`config.mk`:
```
export PLATFORM = sky130hd
export DESIGN_NAME = wb_except_unit
export DESIGN_NICKNAME = d
export VERILOG_FILES = /design/src/rtl/wb_except_unit.sv
export SDC_FILE = /design/constraint.sdc
export NUM_CORES = 1
export LEC_CHECK = 0
export CORE_AREA = 3 3 181 183
export CTS_BUF_LIST = sky130_fd_sc_hd__clkbuf_4 sky130_fd_sc_hd__clkbuf_8
export DETAILED_ROUTE_END_ITERATION = 10
export DIE_AREA = 0 0 184 186
export REMOVE_ABC_BUFFERS = 1
export SLEW_MARGIN = 20
export SYNTH_ARGS = -nofsm -noshare
export SYNTH_HDL_FRONTEND = slang
export SYNTH_SLANG_ARGS = --single-unit
```
`constraint.sdc`:
```
create_clock -name clk -period 1.99 [get_ports clk]
set_clock_uncertainty 0.1 [all_clocks]
set_input_delay 0.199 -clock clk [delete_from_list [all_inputs] [get_ports clk]]
set_output_delay 0.199 -clock clk [all_outputs]
set_load 0.005 [all_outputs]
```
`src/rtl/wb_except_unit.sv`:
```
// wb_except_unit: writeback register and exception commit point (interrupt > exception > eret > write)
module wb_except_unit #(
    parameter logic [31:0] EX_ENTRY   = 32'hbfc0_0380,
    parameter logic [4:0]  INT_EXCODE = 5'h00
) (
    input  logic         clk,
    input  logic         reset,
    input  logic         ms_to_ws_valid,
    output logic         ws_allowin,
    input  logic [31:0]  ms_pc,
    input  logic         ms_ex,
    input  logic [4:0]   ms_excode,
    input  logic [31:0]  ms_badvaddr,
    input  logic         ms_bd,
    input  logic         ms_mtc0,
    input  logic         ms_mfc0,
    input  logic         ms_eret,
    input  logic [4:0]   ms_c0_addr,
    input  logic [31:0]  ms_c0_wdata,
    input  logic         ms_gr_we,
    input  logic [4:0]   ms_dest,
    input  logic [31:0]  ms_result,
    input  logic [31:0]  c0_status,
    input  logic [31:0]  c0_cause,
    input  logic [31:0]  c0_epc,
    input  logic [31:0]  c0_rdata,
    output logic [4:0]   c0_raddr,
    output logic [109:0] wb_to_cp0_register_bus,
    output logic         rf_we,
    output logic [4:0]   rf_waddr,
    output logic [31:0]  rf_wdata,
    output logic         ws_flush,
    output logic [31:0]  ws_flush_pc
);
    logic        ws_valid_q, ws_valid_d;
    logic [31:0] ws_pc_q, ws_pc_d;
    logic        ws_ex_q, ws_ex_d;
    logic [4:0]  ws_excode_q, ws_excode_d;
    logic [31:0] ws_badvaddr_q, ws_badvaddr_d;
    logic        ws_bd_q, ws_bd_d;
    logic        ws_mtc0_q, ws_mtc0_d;
    logic        ws_mfc0_q, ws_mfc0_d;
    logic        ws_eret_q, ws_eret_d;
    logic [4:0]  ws_c0_addr_q, ws_c0_addr_d;
    logic [31:0] ws_c0_wdata_q, ws_c0_wdata_d;
    logic        ws_gr_we_q, ws_gr_we_d;
    logic [4:0]  ws_dest_q, ws_dest_d;
    logic [31:0] ws_result_q, ws_result_d;
    logic        int_pend_q, int_pend_d;
    logic        ws_ready_go, load, int_raw, ex_int, ex_final, mtc0_we, eret_flush;
    logic [4:0]  bus_excode;
    logic [31:0] bus_badvaddr;
    logic        unused_c0;

    assign ws_ready_go = 1'b1;
    assign ws_allowin  = !ws_valid_q || ws_ready_go;
    assign unused_c0   = ^{c0_status[31:16], c0_status[7:2], c0_cause[31:16], c0_cause[7:0]};

    // next WB contents: latch on accept, drop anything arriving in the flush cycle
    always_comb begin
        load          = ws_allowin && ms_to_ws_valid && !ws_flush;
        ws_valid_d    = load;
        ws_pc_d       = load ? ms_pc       : ws_pc_q;
        ws_ex_d       = load ? ms_ex       : ws_ex_q;
        ws_excode_d   = load ? ms_excode   : ws_excode_q;
        ws_badvaddr_d = load ? ms_badvaddr : ws_badvaddr_q;
        ws_bd_d       = load ? ms_bd       : ws_bd_q;
        ws_mtc0_d     = load ? ms_mtc0     : ws_mtc0_q;
        ws_mfc0_d     = load ? ms_mfc0     : ws_mfc0_q;
        ws_eret_d     = load ? ms_eret     : ws_eret_q;
        ws_c0_addr_d  = load ? ms_c0_addr  : ws_c0_addr_q;
        ws_c0_wdata_d = load ? ms_c0_wdata : ws_c0_wdata_q;
        ws_gr_we_d    = load ? ms_gr_we    : ws_gr_we_q;
        ws_dest_d     = load ? ms_dest     : ws_dest_q;
        ws_result_d   = load ? ms_result   : ws_result_q;
        int_raw       = c0_status[0] & ~c0_status[1] & |(c0_cause[15:8] & c0_status[15:8]);
        int_pend_d    = int_raw;
    end

    // WB state and interrupt-pending stage
    always_ff @(posedge clk) begin
        if (reset) begin
            ws_valid_q    <= 1'b0;
            ws_pc_q       <= '0;
            ws_ex_q       <= 1'b0;
            ws_excode_q   <= '0;
            ws_badvaddr_q <= '0;
            ws_bd_q       <= 1'b0;
            ws_mtc0_q     <= 1'b0;
            ws_mfc0_q     <= 1'b0;
            ws_eret_q     <= 1'b0;
            ws_c0_addr_q  <= '0;
            ws_c0_wdata_q <= '0;
            ws_gr_we_q    <= 1'b0;
            ws_dest_q     <= '0;
            ws_result_q   <= '0;
            int_pend_q    <= 1'b0;
        end else begin
            ws_valid_q    <= ws_valid_d;
            ws_pc_q       <= ws_pc_d;
            ws_ex_q       <= ws_ex_d;
            ws_excode_q   <= ws_excode_d;
            ws_badvaddr_q <= ws_badvaddr_d;
            ws_bd_q       <= ws_bd_d;
            ws_mtc0_q     <= ws_mtc0_d;
            ws_mfc0_q     <= ws_mfc0_d;
            ws_eret_q     <= ws_eret_d;
            ws_c0_addr_q  <= ws_c0_addr_d;
            ws_c0_wdata_q <= ws_c0_wdata_d;
            ws_gr_we_q    <= ws_gr_we_d;
            ws_dest_q     <= ws_dest_d;
            ws_result_q   <= ws_result_d;
            int_pend_q    <= int_pend_d;
        end
    end

    // commit: exactly one outcome per WB instruction
    always_comb begin
        ex_int       = ws_valid_q & int_pend_q;
        ex_final     = ex_int | (ws_valid_q & ws_ex_q);
        mtc0_we      = ws_valid_q & ws_mtc0_q & ~ex_final;
        eret_flush   = ws_valid_q & ws_eret_q & ~ex_final;
        bus_excode   = ex_int ? INT_EXCODE : ws_excode_q;
        bus_badvaddr = ex_int ? 32'h0 : ws_badvaddr_q;
        wb_to_cp0_register_bus = {ex_final, bus_excode, bus_badvaddr, ws_bd_q, ws_pc_q,
                                  mtc0_we, ws_c0_addr_q, ws_c0_wdata_q, eret_flush};
        c0_raddr     = ws_c0_addr_q;
        rf_we        = ws_valid_q & ws_gr_we_q & ~ex_final;
        rf_waddr     = ws_dest_q;
        rf_wdata     = ws_mfc0_q ? c0_rdata : ws_result_q;
        ws_flush     = ex_final | eret_flush;
        ws_flush_pc  = eret_flush ? c0_epc : EX_ENTRY;
    end
endmodule
```
==> results of run 1 <==
==> state kept, by name, summed over array words and instances (netlist names) <==
name,count
ws_badvaddr_q,32
ws_c0_wdata_q,32
ws_pc_q,32
ws_result_q,32
c0_raddr,5
rf_waddr,5
ws_excode_q,5
int_pend_q,1
ws_bd_q,1
ws_eret_q,1
ws_ex_q,1
ws_gr_we_q,1
ws_mfc0_q,1
ws_mtc0_q,1
ws_valid_q,1
==> critical path: stages (launching register included) <==
cell                      delay [ps]
sky130_fd_sc_hd__dfxtp_2         340
sky130_fd_sc_hd__nor2_4          110
sky130_fd_sc_hd__and3_4          220
sky130_fd_sc_hd__buf_6           110
sky130_fd_sc_hd__buf_12          110
sky130_fd_sc_hd__buf_6            90
sky130_fd_sc_hd__and2_4          130
sky130_fd_sc_hd__buf_6            80
==> path summary, 6_finish.rpt <==
kind	from	end	slack, ps	cells after the start
hold reg to reg	ws_badvaddr_q[26]$_SDFFE_PP0P_	ws_badvaddr_q[26]$_SDFFE_PP0P_	360	2
hold / removal	reset	ws_c0_wdata_q[29]$_SDFFE_PP0P_	70	3
setup reg to reg	int_pend_q$_SDFF_PP0_	ws_ex_q$_SDFFE_PP0P_	120	8
setup / recovery	ws_ex_q$_SDFFE_PP0P_	ws_flush_pc[12]	70	7
==> through the flow <==
stage | TNS, ps | hold WS, ps | cells | area (um2)
after global placement | 0 | 347 | 1581 | 12200
after floorplan | -626520 | 168 | 718 | 6910
after CTS | -287 | 27.2 | 1636 | 12900
after global routing | -192 | 29.6 | 1637 | 12700
final | 0 | 72.7 | 1637 | 12700
after detailed placement | 0 | 350 | 1581 | 12200
==> where the power goes <==
part,switching [uW],total [uW],internal [uW]
sequential,111,3330,3220
clock,1360,2430,1080
combinational,655,1780,1130
==> area by class of cell <==
type	count	area (um2)	area share (%)
Clock buffer	19	255	2.00
Timing Repair Buffer	485	4880	38.3
Clock inverter	13	136	1.07
Sequential cell	151	3030	23.8
Tap cell	402	503	3.95
Multi-Input combinational cell	565	3940	30.9
Inverter	2	7.51	0.0589
==> cells in the mapped netlist <==
cell type | number | share of area, %
sky130_fd_sc_hd__a21oi_1 | 2 | 0.14
sky130_fd_sc_hd__a22oi_1 | 4 | 0.41
sky130_fd_sc_hd__and2_1 | 58 | 4.9
sky130_fd_sc_hd__and3_1 | 4 | 0.34
sky130_fd_sc_hd__buf_2 | 32 | 2.2
sky130_fd_sc_hd__buf_4 | 12 | 1.2
sky130_fd_sc_hd__clkbuf_1 | 58 | 3.0
sky130_fd_sc_hd__conb_1 | 1 | 0.051
sky130_fd_sc_hd__dfxtp_1 | 151 | 41
sky130_fd_sc_hd__inv_1 | 1 | 0.051
sky130_fd_sc_hd__inv_2 | 1 | 0.051
sky130_fd_sc_hd__mux2_1 | 32 | 4.9
sky130_fd_sc_hd__nand2_1 | 1 | 0.051
sky130_fd_sc_hd__nand2b_1 | 159 | 13
sky130_fd_sc_hd__nand3_1 | 2 | 0.14
sky130_fd_sc_hd__nand4_1 | 1 | 0.085
sky130_fd_sc_hd__nand4b_1 | 147 | 17
sky130_fd_sc_hd__nor2_1 | 2 | 0.10
sky130_fd_sc_hd__nor2b_1 | 1 | 0.085
sky130_fd_sc_hd__nor3_1 | 1 | 0.068
sky130_fd_sc_hd__o21ai_0 | 2 | 0.14
sky130_fd_sc_hd__o21ai_1 | 147 | 10
sky130_fd_sc_hd__o31ai_4 | 1 | 0.29
==> placed cells by master (no fill, tap or decap), types with 2 or more instances in the layout <==
cell / instances
sky130_fd_sc_hd__clkdlybuf4s50_1: 311
sky130_fd_sc_hd__clkinv_4: 3
sky130_fd_sc_hd__clkinvlp_4: 3
sky130_fd_sc_hd__clkbuf_16: 2
sky130_fd_sc_hd__mux2_4: 4
sky130_fd_sc_hd__a22oi_1: 4
sky130_fd_sc_hd__clkbuf_8: 18
sky130_fd_sc_hd__and2_1: 52
sky130_fd_sc_hd__a21oi_1: 2
sky130_fd_sc_hd__and3_1: 3
sky130_fd_sc_hd__dfxtp_1: 147
sky130_fd_sc_hd__buf_4: 26
sky130_fd_sc_hd__buf_6: 12
sky130_fd_sc_hd__buf_2: 21
sky130_fd_sc_hd__o21ai_1: 147
sky130_fd_sc_hd__mux2_1: 27
sky130_fd_sc_hd__inv_6: 4
sky130_fd_sc_hd__nand3_1: 2
sky130_fd_sc_hd__and2_4: 6
sky130_fd_sc_hd__buf_16: 7
sky130_fd_sc_hd__clkdlybuf4s15_1: 10
sky130_fd_sc_hd__nand2b_1: 159
sky130_fd_sc_hd__dlygate4sd2_1: 33
sky130_fd_sc_hd__inv_8: 2
sky130_fd_sc_hd__o21ai_0: 2
sky130_fd_sc_hd__buf_12: 25
sky130_fd_sc_hd__nand4b_1: 147
sky130_fd_sc_hd__dfxtp_2: 3
sky130_fd_sc_hd__clkbuf_2: 37
==> layer usage <==
layer | up-vias | wire length [um] | part of all wire [%]
li1 | 3685 | - | -
met1 | 3535 | 11800 | 40
met2 | 290 | 14500 | 49
met3 | 33 | 2540 | 8.6
met4 | 0 | 651 | 2.2
met5 | - | 0 | 0
==> cells by family after synthesis <==
| logic type | after synthesis | synth area share, % |
|---|---|---|
| AND/OR/NAND/NOR | 376 | 36.7 |
| AO/OA/AOI/OAI | 156 | 10.9 |
| flip-flops | 151 | 41.0 |
| buffers and inverters | 104 | 6.44 |
| multiplexers | 32 | 4.88 |
| other | 1 | 0.0508 |
==> timing repair <==
action / in CTS / in global routing
endpoints found under the hold margin: 4 / 0
cloned: 7 / 2
hold buffers: 1 / 0
endpoints found under the setup margin: 105 / 72
gates resized for setup: 232 / 77
pin swaps: 6 / 4
setup buffers: 15 / 2
==> flow_metrics.tcl, run 1 <==
set metrics [dict create \
    post_synth_cell_types 23 \
    drc 0 \
    grt_pass1_wl_um 43500 \
    timing.critical_path.arrival_ps 1620 \
    floorplan.core_area_um2 31400 \
    detailedPlace.worstSlack_ps 176 \
    antenna_cells_inserted 0 \
    critical_path.startpoint_type "flip-flop" \
    setup_viol 0 \
    area_growth_pct 72.8 \
    result_of_the_run "complete, no violations" \
    port-buffer-count 419 \
    layout_min_cycle_time_ps 1920 \
    totalWireLength_um 29600 \
    route.antenna.remaining_nets 0 \
    power.ir.vdd_worst_uv 361 \
    final_min_period_over_clock_period_pct 96.5 \
    worst_skew_pair.late_latency_ps 430 \
    maxcap_violations 0 \
    fmax_mhz 521 \
    worst-slew-pin-transition_ps 674 \
    required_ps 1690 \
    grt_pass1_vias 7586 \
    top_level_ports 467 \
    globalRouteMet1Util_pct 18.8 \
    detailed_place_hpwl_um 20000 \
    power.total_uw 7550 \
    synth_sequential_area_ratio_pct 41.0 \
    post_syn_area_per_cell_um2 9.00 \
    drtPass1Iterations 5 \
    worst-setup-path-type "reg -> out" \
    cts_tree "done" \
    setup_repair_after_global_routing_missed_its_margin "yes" \
    finish.utilization_pct 40.6 \
    via_per_inst 4.61 \
    pin_count_of_the_biggest_net_entering_global_routing 133 \
    clk_root_buf "sky130_fd_sc_hd__clkbuf_8" \
    gr-usage-met2_pct 28.5 \
    antenna_found_initial 2 \
    timing.critical_path.to_type "output pin" \
    setup_slack_ps 69.3 \
    synth-warning-count 0 \
    globalRouteTotalUtil_pct 16.2 \
    layout.nets 1502 \
    global_route.peak_usage_layer "met2" \
    synth-seq-cells 151 \
    timing.critical_path.fanout_max 8 \
    final_hold_viol_count 0 \
    die_height_um 186 \
    globalRoute.totalOverflow 0 \
    drt_first_iter_violations 308 \
    slew_headroom_pct 55.1 \
    routed_wire_length_per_instance_um 18.1 \
    numCtsBuffers 17 \
    fp.dieArea_um2 34200 \
    htree_num_levels 4 \
    fp.dieW_um 184 \
    holdCritPathClass "in -> reg" \
    bufs_on_longest_clock_path 2 \
    clk_pin_slew_ps 110 \
    number_of_inserted_filler_cells_in_the_final_layout 3131 \
    global_routing_usage_on_met3_pct 5.51 \
    floorplan.initialDensity_pct 23.5 \
    drive_gt1_share_pct 14.7 \
    overall_via_count_from_detail_route 7543 \
    tritoncts_num_sinks 151 \
    slew_viol_final 0 \
    synth.cell_area_um2 7380 \
    gp_congestion 0.731 \
    power_per_unit_of_standard_cell_area_nw_per_um2 592 \
    placement_rows 65 \
    syn-instance-count 820 \
    total_leakage_power_uw 0.00481 \
]
No activity file was read; power rests on OpenSTA's default activity.
==> run 2: changes to the inputs <==
--- a/config.mk
+++ b/config.mk
@@ -6,7 +6,7 @@
 export NUM_CORES = 1
 export LEC_CHECK = 0
 export CORE_AREA = 3 3 181 183
-export CTS_BUF_LIST = sky130_fd_sc_hd__clkbuf_4 sky130_fd_sc_hd__clkbuf_8
+export CTS_BUF_LIST = sky130_fd_sc_hd__clkbuf_2
 export DETAILED_ROUTE_END_ITERATION = 10
 export DIE_AREA = 0 0 184 186
 export REMOVE_ABC_BUFFERS = 1
==> run 2 against run 1 <==
The flow now finishes with violations (negative setup slack). Sequential share of layout area is 4.2 points lower. Core utilization is 10 points higher. Global-route usage rose by 1.8 points. Worst hold slack gained 170 ps. Non-clock buffer count rose by 227. Clock power shrank 26%. Final area up 25%. Via count grew 15%. Cell count increased by 14%. Maximum frequency decreased by 17%. Power increased by 1.1%. Wire length is 19% higher.
==> flow_metrics.tcl, run 2 (same netlist as run 1, synthesis figures left out) <==
set metrics [dict create \
    result_of_the_run "finished, violations left" \
    failing_checks "negative setup slack" \
    bufs_on_longest_clock_path 2 \
    crit_end "ws_flush_pc[18]" \
    final_hold_viol_count 0 \
    floorplan.initialDensity_pct 23.5 \
    gp_congestion 0.731 \
    share_seq_of_total_power_pct 44.1 \
    hold-worst-slack_ps 244 \
    drc 0 \
    slew_headroom_pct 66.5 \
    antenna_cells_inserted 0 \
    floorplan.core_area_um2 31400 \
    worst-slew-pin-transition_ps 503 \
    total_leakage_power_uw 0.00675 \
    timing.critical_path.to_type "output pin" \
    drtPass1Iterations 5 \
    totalWireLength_um 35200 \
    drt_first_iter_violations 410 \
    final_min_period_over_clock_period_pct 116 \
    power.ir.vdd_worst_uv 352 \
    timing.critical_path.fanout_max 3 \
    most_common_library_cell_in_the_layout_ignoring_fill_and_taps "sky130_fd_sc_hd__clkdlybuf4s50_1" \
    required_ps 1690 \
    setup_repair_after_global_routing_missed_its_margin "yes" \
    setup_slack_ps -328 \
    slew_viol_final 0 \
    fp.dieArea_um2 34200 \
    area_growth_pct 116 \
    final_cell_mix "231 x sky130_fd_sc_hd__clkdlybuf4s50_1, 154 x sky130_fd_sc_hd__nand2b_1, 153 x sky130_fd_sc_hd__dlygate4sd3_1, 147 x sky130_fd_sc_hd__nand4b_1, 147 x sky130_fd_sc_hd__o21ai_1" \
    timing.rr.end "ws_result_q[20]$_SDFFE_PP0P_" \
    route.antenna.remaining_nets 0 \
    top_level_ports 467 \
    grt_pass1_vias 8742 \
    power_per_unit_of_standard_cell_area_nw_per_um2 480 \
    routed-wl-met3_um 2480 \
    detailedPlace.worstSlack_ps 176 \
    cell_area_after_placement_um2 12200 \
    met1Wirelength_um 14100 \
    worst-setup-path-type "reg -> out" \
    swShare_pct 29.9 \
    clk_pin_slew_ps 290 \
    number_of_inserted_filler_cells_in_the_final_layout 2761 \
    timing.critical_path.from "int_pend_q$_SDFF_PP0_" \
    placedCellCount 1581 \
    power.net_switching_uw 2280 \
    timing.reg2reg.setup_slack_ps -120 \
    htree_num_levels 4 \
    ff2ff_path_depth 10 \
    die_height_um 186 \
    overall_via_count_from_detail_route 8674 \
    fmax_mhz 431 \
    via_per_inst 4.65 \
    port-buffer-count 419 \
    holdCritPathClass "in -> reg" \
    layout_min_cycle_time_ps 2320 \
    routed_wire_length_per_instance_um 18.9 \
    clock_power_share_pct 23.7 \
    critical_path.startpoint_type "flip-flop" \
    drive_gt1_share_pct 30.6 \
    routed.top_layer "met4" \
    layout.nets 1729 \
    power_frac_comb_pct 32.2 \
    finish.cell_count_without_fillers 1864 \
    timing.critical_path.arrival_ps 2020 \
    fp.dieW_um 184 \
    placement_rows 65 \
    pin_count_of_the_biggest_net_entering_global_routing 133 \
    critical_path.reg2reg.startpoint "int_pend_q$_SDFF_PP0_" \
    globalRoute.totalOverflow 0 \
    setup_viol 245 \
    cts_tree "done" \
    worst_skew_pair.late_latency_ps 670 \
    cell_area_after_layout_um2 15900 \
    globalRouteTotalUtil_pct 18.0 \
    numCtsBuffers 17 \
    clk_root_buf "sky130_fd_sc_hd__clkbuf_2" \
    maxcap_violations 0 \
    power.internal_uw 5350 \
    wl_met2_um 17900 \
    grt_pass1_wl_um 48700 \
    detailed_place_hpwl_um 20000 \
    antenna_found_initial 2 \
    tritoncts_num_sinks 151 \
]
## run 2: cell count changes in the layout (fill, tap and decap cells not counted), sizes merged
cell and change:
dlygate4sd3 +152, buf +138, clkdlybuf4s50 -80, dlygate4sd2 +24
dlymetal6s2s +23, clkbuf -22, clkdlybuf4s15 -9, clkinv +1
## run 2: routing by layer
layer  vias up  track usage (%)
met5         -                0
met2       341             32.2
li1       4150                -
met4         0             4.81
met3        49             6.00
met1      4134             20.5
## run 2: how the worst min path moves through the flow
| stage | startpoint | endpoint | slack [ps] | cells past startpoint |
|---|---|---|---|---|
| floorplan | reset | ws_eret_q$_SDFFE_PP0P_ | 170 | 1 |
| global placement | ws_badvaddr_q[8]$_SDFFE_PP0P_ | ws_badvaddr_q[8]$_SDFFE_PP0P_ | 350 | 2 |
| detailed placement | ws_badvaddr_q[12]$_SDFFE_PP0P_ | ws_badvaddr_q[12]$_SDFFE_PP0P_ | 350 | 2 |
| CTS | c0_status[1] | int_pend_q$_SDFF_PP0_ | 6 | 3 |
| global route | ms_to_ws_valid | ws_c0_wdata_q[23]$_SDFFE_PP0P_ | 80 | 4 |
| finish | ms_to_ws_valid | ws_c0_wdata_q[23]$_SDFFE_PP0P_ | 240 | 4 |
## run 2: power by group through the flow
stage          Sequential [uW]  Clock [uW]  Combinational (uW)
2_1_floorplan             3400           0                 483
3_3_place_gp              3390           0                1790
3_5_place_dp              3400           0                1800
4_1_cts                   3360        1940                2270
5_1_grt                   3390        2050                2620
6_report                  3360        1810                2460
## run 2: through the flow
step	utilization [%]	power (uW)	setup TNS (ps)
detailed placement	38.9	5200	0
finish	50.7	7630	-27070
global route	50.7	8060	-60930
floorplan	-	3880	-626520
CTS	48.2	7570	-33850
global placement	38.9	5190	0
## run 2: critical path: stages, from the launching register on
cell and delay (ps):
sky130_fd_sc_hd__dfxtp_2 380, sky130_fd_sc_hd__buf_6 110, sky130_fd_sc_hd__nor2_4 80, sky130_fd_sc_hd__and3_4 250
sky130_fd_sc_hd__buf_12 120, sky130_fd_sc_hd__buf_16 100, sky130_fd_sc_hd__buf_6 100, sky130_fd_sc_hd__and2_1 110
sky130_fd_sc_hd__buf_2 100
## run 2: cell type report
type	instances	area (um2)	share of cell area (%)
flip-flops and latches	151	3120	19.6
inverters	2	10.0	0.0629
clock inverters	14	140	0.880
multi-input cells	565	4200	26.4
repair buffers	712	7860	49.3
well taps	402	503	3.16
clock buffers	18	90.1	0.566
## run 2: what timing repair did
action / 4_1_cts / 5_1_grt
endpoints found under the hold margin: 151 / 1
setup buffers: 55 / 23
pin swaps: 28 / 16
cloned: 14 / 18
setup endpoints to repair: 182 / 245
gates resized for setup: 720 / 114
hold buffers: 152 / 1
==> run 3: changes to the inputs <==
--- a/config.mk
+++ b/config.mk
@@ -5,10 +5,11 @@
 export SDC_FILE = /design/constraint.sdc
 export NUM_CORES = 1
 export LEC_CHECK = 0
-export CORE_AREA = 3 3 181 183
+export CORE_AREA = 2 2 180 182
 export CTS_BUF_LIST = sky130_fd_sc_hd__clkbuf_2
+export CTS_CLUSTER_DIAMETER = 150
 export DETAILED_ROUTE_END_ITERATION = 10
-export DIE_AREA = 0 0 184 186
+export DIE_AREA = 0 0 182 184
 export REMOVE_ABC_BUFFERS = 1
 export SLEW_MARGIN = 20
 export SYNTH_ARGS = -nofsm -noshare
==> run 3 against run 2 <==
Final area is 6.4% lower. Cell count fell by 3.0%. Clock power up 4%. Critical path depth down 1. Maximum frequency grew 3.2%. The flow still finishes with violations (negative setup slack). Global-route usage is 0.31 points higher. Sequential power about the same. Combinational power is 8.1% lower.
==> flow_metrics.tcl, run 3 (same netlist as run 1, synthesis figures left out) <==
set metrics [dict create \
    worst_skew_pair.late_latency_ps 690 \
    detailedPlace.worstSlack_ps 153 \
    area_growth_pct 102 \
    pin_count_of_the_biggest_net_entering_global_routing 83 \
    most_common_library_cell_in_the_layout_ignoring_fill_and_taps "sky130_fd_sc_hd__clkdlybuf4s50_1" \
    setup_slack_ps -255 \
    port-buffer-count 419 \
    top_cell_family_by_delay_on_the_critical_path "buffers and inverters" \
    timing.critical_path.fanout_max 4 \
    worst-setup-path-type "reg -> out" \
    power.ir.vdd_worst_uv 318 \
    setup_repair_after_global_routing_missed_its_margin "yes" \
    globalRoute.totalOverflow 0 \
    power.internal_uw 5230 \
    antenna_found_initial 3 \
    placement_rows 65 \
    final_hold_viol_count 0 \
    fp.dieArea_um2 33500 \
    power_frac_comb_pct 30.1 \
    drc 0 \
    fmax_mhz 445 \
    clk_root_buf "sky130_fd_sc_hd__clkbuf_2" \
    clock_power_share_pct 25.1 \
    layout_min_cycle_time_ps 2250 \
    final_cell_mix "231 x sky130_fd_sc_hd__clkdlybuf4s50_1, 159 x sky130_fd_sc_hd__nand2b_1, 153 x sky130_fd_sc_hd__dlygate4sd3_1, 147 x sky130_fd_sc_hd__nand4b_1, 147 x sky130_fd_sc_hd__o21ai_1" \
    globalRouteTotalUtil_pct 18.3 \
    floorplan.initialDensity_pct 23.5 \
    fp.dieW_um 182 \
    routed_wire_length_per_instance_um 18.4 \
    critical_path.startpoint_type "flip-flop" \
    slew_viol_final 0 \
    timing.critical_path.to_type "output pin" \
    layout.nets 1670 \
    swShare_pct 30.4 \
    critical_path.most_common_cell "sky130_fd_sc_hd__buf_12" \
    power.total_uw 7520 \
    timing.critical_path.cells "buf_12 -> nand2_8 -> buf_12 -> buf_16 -> buf_12 -> and2_4 -> buf_6" \
    floorplan.core_area_um2 31400 \
    cts_tree "done" \
    total_leakage_power_uw 0.00599 \
    via_per_inst 4.69 \
    grt_pass1_wl_um 48400 \
    grt_pass1_vias 8661 \
    max_stage_delay_ps 440 \
    share_seq_of_total_power_pct 44.8 \
    totalWireLength_um 33300 \
    drive_gt1_share_pct 27.8 \
    overall_via_count_from_detail_route 8486 \
    failing_checks "negative setup slack" \
    number_of_inserted_filler_cells_in_the_final_layout 2925 \
    numCtsBuffers 17 \
    htree_num_levels 4 \
    result_of_the_run "finished, violations left" \
    drt_first_iter_violations 373 \
    route.antenna.remaining_nets 0 \
    cp_slowest_cell "sky130_fd_sc_hd__dfxtp_4" \
    holdCritPathClass "in -> reg" \
    drtPass1Iterations 5 \
    tritoncts_num_sinks 151 \
    worst_path_bufs_invs 5 \
    power.net_switching_uw 2290 \
    final_min_period_over_clock_period_pct 113 \
    die_height_um 184 \
    clk_pin_slew_ps 260 \
    bufs_on_longest_clock_path 2 \
    top_level_ports 467 \
    detailed_place_hpwl_um 19700 \
    setup_viol 102 \
    required_ps 1690 \
    timing.critical_path.arrival_ps 1950 \
    gp_congestion 0.750 \
    maxcap_violations 0 \
    power_per_unit_of_standard_cell_area_nw_per_um2 504 \
]
## run 3: changes by cell type in the layout (fill, tap and decap cells not counted), moves of 5 or more
cell                             before  now
sky130_fd_sc_hd__nand2b_1           154  159
sky130_fd_sc_hd__and2_1              13    6
sky130_fd_sc_hd__buf_8               10    3
sky130_fd_sc_hd__dlygate4sd2_1       57   80
sky130_fd_sc_hd__buf_4               37   28
sky130_fd_sc_hd__nand2b_4             5    0
sky130_fd_sc_hd__buf_6              121  104
sky130_fd_sc_hd__dlymetal6s2s_1      23    0
sky130_fd_sc_hd__buf_12              29   17
sky130_fd_sc_hd__clkbuf_16           15    5
sky130_fd_sc_hd__and2_4              45   52
## run 3: power by group through the flow
stage / logic [uW] / clock network, uW / registers (uW)
2_1_floorplan: 483 / 0 / 3400
3_3_place_gp: 1720 / 0 / 3390
3_5_place_dp: 1730 / 0 / 3400
4_1_cts: 2150 / 2020 / 3360
5_1_grt: 2400 / 2120 / 3390
6_report: 2260 / 1890 / 3360
## run 3: timing repair
action	4_1_cts	5_1_grt
buffers inserted	39	9
pin swaps	46	7
endpoints found under the setup margin	186	225
hold buffers	153	0
resized for setup	770	42
endpoints found under the hold margin	151	0
cloned	11	6
## run 3: metal layers
metal / wire length (um) / track usage (%) / part of all wire [%] / up-vias
met4: 713 / 6.48 / 2.1 / 0
li1: - / - / - / 4039
met2: 17100 / 33.8 / 51 / 342
met3: 2190 / 4.93 / 6.6 / 37
met1: 13300 / 20.0 / 40 / 4068
met5: 0 / 0 / 0 / -
## run 3: final cells by class
class                   count  area (um2)  share of cell area (%)
repair buffers            653        6850                    46.0
multi-input cells         565        4160                    27.9
flip-flops and latches    151        3130                    21.0
well taps                 402         503                    3.37
clock inverters            15         154                    1.03
clock buffers              17        85.1                   0.571
inverters                   2        7.51                  0.0504
diodes                      3        7.51                  0.0504
## run 3: worst paths after layout
check	start	endpoint	slack (ps)	cells after the start
hold / removal	ms_to_ws_valid	ws_c0_wdata_q[1]$_SDFFE_PP0P_	280	4
setup reg to reg	ws_eret_q$_SDFFE_PP0P_	ws_badvaddr_q[30]$_SDFFE_PP0P_	60	8
hold reg to reg	ws_c0_wdata_q[22]$_SDFFE_PP0P_	ws_c0_wdata_q[22]$_SDFFE_PP0P_	380	2
setup / recovery	int_pend_q$_SDFF_PP0_	wb_to_cp0_register_bus[100]	-260	7
## run 3: worst reg2reg max path, cell delays in order, from the launching register on
cell	delay (ps)
sky130_fd_sc_hd__dfxtp_4	400
sky130_fd_sc_hd__buf_4	140
sky130_fd_sc_hd__o31ai_4	270
sky130_fd_sc_hd__buf_12	140
sky130_fd_sc_hd__buf_12	130
sky130_fd_sc_hd__and2_4	230
sky130_fd_sc_hd__buf_4	170
sky130_fd_sc_hd__clkbuf_16	190
sky130_fd_sc_hd__o21ai_1	90
## run 3: per-stage QoR
stage          std cells  hold slack, ps  instance area, um2  utilization, %  setup TNS (ps)
6_report            1808             280               14900            47.5          -14820
5_1_grt             1808             181               14900            47.5          -31400
4_1_cts             1799             143               14600            46.7          -30690
3_5_place_dp        1566             350               11900            38.0               0
3_3_place_gp        1566             347               11900            38.0               0
2_1_floorplan        718             168                6910               -         -626520
